**config.mk**
```make
export PLATFORM = sky130hd
export DESIGN_NAME = spi_regfile_peripheral
export DESIGN_NICKNAME = d
export VERILOG_FILES = /design/src/rtl/spi_pkg.sv /design/src/rtl/spi_sync_edge.sv /design/src/rtl/spi_regfile_peripheral.sv
export SDC_FILE = /design/constraint.sdc
export NUM_CORES = 1
export LEC_CHECK = 0
export CORE_ASPECT_RATIO = 0.5
export CORE_UTILIZATION = 30
export DETAILED_ROUTE_END_ITERATION = 8
export GPL_TIMING_DRIVEN = 0
export PLACE_DENSITY = 0.46
export SYNTH_ARGS = -nofsm -noshare
export SYNTH_HDL_FRONTEND = slang
export SYNTH_SLANG_ARGS = --single-unit
```
**constraint.sdc**
```tcl
create_clock -name clk -period 2.5 [get_ports clk]
set_input_delay 0.25 -clock clk [delete_from_list [all_inputs] [get_ports clk]]
set_output_delay 0.25 -clock clk [all_outputs]
set_load 0.05 [all_outputs]
```
**src/rtl/spi_pkg.sv**
```systemverilog
// Shared definitions for the SPI register-file peripheral: frame-phase states
// and the frame length helper.
package spi_pkg;

  typedef enum logic [1:0] {
    ST_IDLE = 2'd0,
    ST_ADDR = 2'd1,
    ST_DATA = 2'd2,
    ST_DONE = 2'd3
  } spi_state_e;

  function automatic int frame_len(input int addr_w, input int data_w);
    return 1 + addr_w + data_w;
  endfunction

endpackage

```
**src/rtl/spi_sync_edge.sv**
```systemverilog
// Two-flop synchroniser for one asynchronous SPI pin, with rise/fall pulses
// derived from the synchronised value.
module spi_sync_edge #(
  parameter logic RESET_VAL = 1'b0
) (
  input  logic clk,
  input  logic rst_n,
  input  logic async_i,
  output logic sync_o,
  output logic rise_o,
  output logic fall_o
);

  logic meta_q;
  logic sync_q;
  logic prev_q;

  // Reset to the pin's idle level so leaving reset never fakes an edge.
  always_ff @(posedge clk or negedge rst_n) begin
    if (!rst_n) begin
      meta_q <= RESET_VAL;
      sync_q <= RESET_VAL;
      prev_q <= RESET_VAL;
    end else begin
      meta_q <= async_i;
      sync_q <= meta_q;
      prev_q <= sync_q;
    end
  end

  assign sync_o = sync_q;
  assign rise_o = sync_q & ~prev_q;
  assign fall_o = ~sync_q & prev_q;

endmodule

```
**src/rtl/spi_regfile_peripheral.sv**
```systemverilog
// SPI (mode CPHA=0) peripheral exposing NUM_REGS registers: R/W bit, address,
// then data, MSB first; writes commit after chip select is released.
module spi_regfile_peripheral
  import spi_pkg::*;
#(
  parameter int   NUM_REGS = 5,
  parameter int   DATA_W   = 8,
  parameter int   ADDR_W   = 7,
  parameter logic CPOL     = 1'b0
) (
  input  logic                       clk,
  input  logic                       rst_n,
  input  logic                       SCLK,
  input  logic                       nCS,
  input  logic                       COPI,
  output logic                       CIPO,
  output logic                       cipo_oe,
  output logic [NUM_REGS*DATA_W-1:0] regs_flat,
  output logic                       wr_strobe,
  output logic [ADDR_W-1:0]          wr_addr,
  output logic [7:0]                 err_count
);

  localparam int FRAME_LEN = frame_len(ADDR_W, DATA_W);
  localparam int CNT_W     = $clog2(FRAME_LEN + 2);
  localparam logic [CNT_W-1:0] CNT_HDR  = CNT_W'(1 + ADDR_W);
  localparam logic [CNT_W-1:0] CNT_FULL = CNT_W'(FRAME_LEN);
  localparam logic [CNT_W-1:0] CNT_SAT  = CNT_W'(FRAME_LEN + 1);

  logic sclk_s, sclk_rise, sclk_fall;
  logic ncs_s, ncs_rise, ncs_fall;
  logic copi_s, copi_rise, copi_fall;

  spi_sync_edge #(.RESET_VAL(CPOL)) u_sync_sclk (
    .clk(clk), .rst_n(rst_n), .async_i(SCLK),
    .sync_o(sclk_s), .rise_o(sclk_rise), .fall_o(sclk_fall)
  );

  spi_sync_edge #(.RESET_VAL(1'b1)) u_sync_ncs (
    .clk(clk), .rst_n(rst_n), .async_i(nCS),
    .sync_o(ncs_s), .rise_o(ncs_rise), .fall_o(ncs_fall)
  );

  spi_sync_edge #(.RESET_VAL(1'b0)) u_sync_copi (
    .clk(clk), .rst_n(rst_n), .async_i(COPI),
    .sync_o(copi_s), .rise_o(copi_rise), .fall_o(copi_fall)
  );

  logic unused_sync;
  assign unused_sync = ^{sclk_s, copi_rise, copi_fall};

  spi_state_e            state_q, state_d;
  logic [CNT_W-1:0]      cnt_q, cnt_d;
  logic [FRAME_LEN-1:0]  shift_q, shift_d;
  logic [DATA_W-1:0]     out_q, out_d;
  logic                  cipo_q, cipo_d;
  logic [DATA_W-1:0]     regs_q [NUM_REGS];
  logic                  wr_strobe_q;
  logic [ADDR_W-1:0]     wr_addr_q;
  logic [7:0]            err_q;

  logic lead_edge, trail_edge, sample;
  assign lead_edge  = CPOL ? sclk_fall : sclk_rise;
  assign trail_edge = CPOL ? sclk_rise : sclk_fall;
  assign sample     = lead_edge & ~ncs_s & ~ncs_fall;

  // Header fields are valid once 1+ADDR_W bits are in; frame fields at FRAME_LEN.
  logic              hdr_rw;
  logic [ADDR_W-1:0] hdr_addr;
  logic              frm_rw;
  logic [ADDR_W-1:0] frm_addr;
  logic [DATA_W-1:0] frm_data;
  assign hdr_rw   = shift_q[ADDR_W];
  assign hdr_addr = shift_q[ADDR_W-1:0];
  assign frm_rw   = shift_q[FRAME_LEN-1];
  assign frm_addr = shift_q[FRAME_LEN-2 -: ADDR_W];
  assign frm_data = shift_q[DATA_W-1:0];

  function automatic logic in_range(input logic [ADDR_W-1:0] a);
    return 32'(a) < 32'(NUM_REGS);
  endfunction

  logic [DATA_W-1:0] rd_data;
  always_comb begin
    rd_data = '0;
    for (int i = 0; i < NUM_REGS; i++) begin
      if (32'(hdr_addr) == 32'(i)) rd_data = regs_q[i];
    end
  end

  logic commit, frame_err;
  assign commit    = ncs_rise && (cnt_q == CNT_FULL) && frm_rw && in_range(frm_addr);
  assign frame_err = ncs_rise && (cnt_q != CNT_FULL);

  // Chip-select edges override everything; otherwise shift bits and walk the phases.
  always_comb begin
    state_d = state_q;
    cnt_d   = cnt_q;
    shift_d = shift_q;
    out_d   = out_q;
    cipo_d  = cipo_q;
    if (ncs_fall) begin
      state_d = ST_ADDR;
      cnt_d   = '0;
      shift_d = '0;
      out_d   = '0;
      cipo_d  = 1'b0;
    end else if (ncs_rise) begin
      state_d = ST_IDLE;
      cipo_d  = 1'b0;
    end else begin
      if (sample && (cnt_q != CNT_SAT)) begin
        cnt_d   = cnt_q + CNT_W'(1);
        shift_d = {shift_q[FRAME_LEN-2:0], copi_s};
      end
      case (state_q)
        ST_ADDR: begin
          if (cnt_q == CNT_HDR) begin
            state_d = ST_DATA;
            out_d   = hdr_rw ? '0 : rd_data;
          end
        end
        ST_DATA: begin
          if (cnt_q == CNT_FULL) begin
            state_d = ST_DONE;
          end else if (trail_edge) begin
            cipo_d = out_q[DATA_W-1];
            out_d  = {out_q[DATA_W-2:0], 1'b0};
          end
        end
        default: ;
      endcase
    end
  end

  always_ff @(posedge clk or negedge rst_n) begin
    if (!rst_n) begin
      state_q <= ST_IDLE;
      cnt_q   <= '0;
      shift_q <= '0;
      out_q   <= '0;
      cipo_q  <= 1'b0;
    end else begin
      state_q <= state_d;
      cnt_q   <= cnt_d;
      shift_q <= shift_d;
      out_q   <= out_d;
      cipo_q  <= cipo_d;
    end
  end

  always_ff @(posedge clk or negedge rst_n) begin
    if (!rst_n) begin
      for (int i = 0; i < NUM_REGS; i++) regs_q[i] <= '0;
      wr_strobe_q <= 1'b0;
      wr_addr_q   <= '0;
      err_q       <= '0;
    end else begin
      wr_strobe_q <= commit;
      if (commit) begin
        wr_addr_q <= frm_addr;
        for (int i = 0; i < NUM_REGS; i++) begin
          if (32'(frm_addr) == 32'(i)) regs_q[i] <= frm_data;
        end
      end
      if (frame_err && (err_q != 8'hFF)) err_q <= err_q + 8'd1;
    end
  end

  for (genvar g = 0; g < NUM_REGS; g++) begin : g_flat
    assign regs_flat[g*DATA_W +: DATA_W] = regs_q[g];
  end

  assign CIPO      = (state_q == ST_DATA) ? cipo_q : 1'b0;
  assign cipo_oe   = ~ncs_s;
  assign wr_strobe = wr_strobe_q;
  assign wr_addr   = wr_addr_q;
  assign err_count = err_q;

endmodule

```
==> qor.txt <==
status: complete, no violations
clock sinks: 96
Power Total: 4.088 mW
sequential-to-total area share from yosys stat: 55.71%
top post-synthesis cells by area: dfrtp_1 (54%), mux2_2 (11%), a22o_1 (3.0%), ha_1 (2.3%), a32o_1 (1.9%)
crit end category: flip-flop
syn avg cell area: 12.27 um^2
Clock Path Buffers: 2
sw frac: 28.41%
Worst Setup EP: regs_flat[37]$_DFFE_PN0P_
Std-Cell Rows: 30
number of synthesized register bits: 96
Worst Skew: 0.007458 ns
Reg power frac: 43.0%
Worst EP arrival: 2.59 ns
TritonCTS clock tree: built
Switch Pwr: 1.162 mW
Final Max Slew Viols: 0
Internal Power: 2.927 mW
CTS buffer count: 9
final wirelength: 10,700 um
Final Hold Vio Count: 0
Hold WC Path Type: input port to flip-flop
H-tree Lvls: 3
Total Routing Usage GR: 15.26%
n_diodes: 0
largest net degree at the start of global routing: 54
total placed cells including tap cells: 607
CP startpoint kind: flip-flop
Yosys warnings: 0
cell count after synthesis: 352
Root Driver: clkbuf_16
Ports: 63
Setup Buffers After CTS: 0
clk_lat worst skew: 0.34 ns
reg-to-reg endpoint: regs_flat[37]$_DFFE_PN0P_
crit-path max FO: 9
reg2reg start: u_sync_ncs.sync_o$_DFF_PN1_
wire length per cell: 17.18 um
Required @ worst endpoint: 2.72 ns
Nets: 439
Post-Syn Area: 4319 um^2
area grow syn2layout: 28.62%
cells on worst reg2reg path: 5
Pre-Repair DR Iteration Count: 4
max cap viols: 0
Vias: 3,076
drt initial violations: 142
Async SR Flop Fraction: 100.0%
Yosys cell types: 51
post-DP HPWL: 7623 um
setup ws final: 0.1360 ns
Clk network pwr share: 37.9%
Max Fclk: 423.0 MHz
initial core utilization: 31.27%
crit path from: u_sync_ncs.sync_o$_DFF_PN1_
Worst-path clk slew: 0.06 ns
most numerous cell in the Yosys netlist: dfrtp_1
R2R setup slack: 0.14 ns
vias in the first global route: 3,068
gpl congestion: 0.7961
static leakage: 2.473 nW
grt total ovfl: 0
Final Util: 40.22%
Syn Nets: 365
actual slew at the worst max-slew pin: 0.9145 ns
initial antenna violation count: 0
Worst Path Class, Setup: flip-flop to flip-flop
Core ar.: 13,810 um^2
share of cells above drive strength 1: 18.33%
Min Hold Slack: 0.3149 ns
global-route wire length before repair: 16,910 um
Post-synth EDFFs: 0
Die Area: 14,910 um^2
Tcrit/Tclk final: 94.56%
dpl ws: -0.005356 ns
DRT antenna net count: 0
area leader, netlist: dfrtp_1
buffers added on ports: 62
vias per cell: 4.937
RSZ-0062 raised after global routing: no
non-filler cells, final: 623
area share of the largest cell type after synthesis: 53.88%
synth cell count leaders: dfrtp_1 (93), mux2_2 (42), clkbuf_1 (18)
Die Y: 86.85 um
worst vdd ir: 311.2 uV
Die X: 171.7 um
P per Cell Area: 735.9 nW/um^2
Slew headroom: 38.53%
Comb power frac: 19.1%
residual DRC count: 0
Setup violations, final: 0
post-layout min period: 2.364 ns
ys flop type: dfrtp_1
## registers in the layout, indices dropped and copies added (netlist names)
register and cells:
cipo_q 1, u_sync_sclk.meta_q 1, wr_strobe 1, u_sync_sclk.prev_q 1
u_sync_ncs.prev_q 1, err_count 8, u_sync_copi.meta_q 1, shift_q 16
state_q 2, regs_flat 40, cnt_q 5, u_sync_ncs.sync_o 1
u_sync_copi.sync_o 1, u_sync_sclk.sync_o 1, u_sync_ncs.meta_q 1, out_q 8
wr_addr 7
## cell usage in the layout, fill, tap and decap left out, drive strengths merged, types with 6 or more instances in the layout
| cell type | synthesis | routed |
|---|---|---|
| and2 | 6 | 6 |
| mux2i | 8 | 8 |
| clkdlybuf4s50 | 0 | 60 |
| ha | 8 | 8 |
| dfrtp | 93 | 93 |
| nor2 | 9 | 9 |
| mux2 | 43 | 43 |
| inv | 9 | 9 |
| o21ai | 21 | 21 |
| a211o | 7 | 7 |
| a32o | 8 | 8 |
| buf | 5 | 7 |
| a21oi | 10 | 10 |
| clkbuf | 18 | 27 |
| nor3 | 10 | 10 |
| nand2 | 16 | 16 |
| nand3 | 12 | 12 |
| a22o | 17 | 17 |
## critical path, stage by stage, from the launching register on
cell,delay [ns]
dfstp_2,0.56
ha_1,0.22
nor4bb_2,0.34
and3_1,0.25
nand3_1,0.44
mux2_2,0.45
## cell families after synthesis
logic type      after synthesis  synth area share [%]
flops                        96                 55.71
simple gates                 84                 11.62
compound gates               73                 12.17
mux                          52                 13.59
buf+inv                      32                 3.186
fa+ha+maj                     8                 2.318
xor+xnor                      7                 1.419
## per-layer routing
metal | global-route usage (%) | wire length, um
met1 | 20.98 | 5351
met2 | 23.92 | 4869
met3 | 3.973 | 408
met4 | 3.896 | 72
met5 | 0 | 0
## cell type report
cell class | count | area [um^2]
fillers | 1362 | 8258
flip-flops and latches | 96 | 2406
multi-input cells | 224 | 1782
repair buffers | 64 | 654.4
well taps | 192 | 240.2
clock buffers | 10 | 229.0
clock inverters | 6 | 107.6
plain buffers | 22 | 102.6
inverters | 9 | 33.78
## worst min-delay path by stage
stage	from	end	slack, ns	cells after the start
floorplan	rst_n	cipo_q$_DFFE_PN0P_	-0.05	0
global placement	u_sync_copi.meta_q$_DFF_PN0_	u_sync_copi.sync_o$_DFF_PN0_	0.34	0
detailed placement	rst_n	regs_flat[25]$_DFFE_PN0P_	0.29	1
CTS	nCS	u_sync_ncs.meta_q$_DFF_PN1_	0.30	1
global route	nCS	u_sync_ncs.meta_q$_DFF_PN1_	0.31	1
finish	nCS	u_sync_ncs.meta_q$_DFF_PN1_	0.31	1
## metrics by stage
stage	setup TNS [ns]	cell area [um^2]
after CTS	0	5553
final	0	5555
after detailed placement	-0.006244	5205
after global routing	0	5555
after global placement	-220.41	5180
after floorplan	0	4319
## power by group through the flow
stage | Combinational [mW] | Clock (mW) | Sequential (mW)
6_report | 0.781 | 1.55 | 1.76
3_3_place_gp | 0.756 | 0 | 1.78
5_1_grt | 0.857 | 1.66 | 1.77
4_1_cts | 0.789 | 1.60 | 1.76
3_5_place_dp | 0.783 | 0 | 1.79
2_1_floorplan | 0.386 | 0 | 1.92
## repair_timing
| item | in CTS | in global routing |
|---|---|---|
| cloned | 0 | 0 |
| hold buffers | 1 | 0 |
| endpoints found under the hold margin | 41 | 0 |
| resized for setup | 3 | 1 |
| setup endpoints to repair | 11 | 49 |
Note: power is estimated with default switching activity, not from simulation.
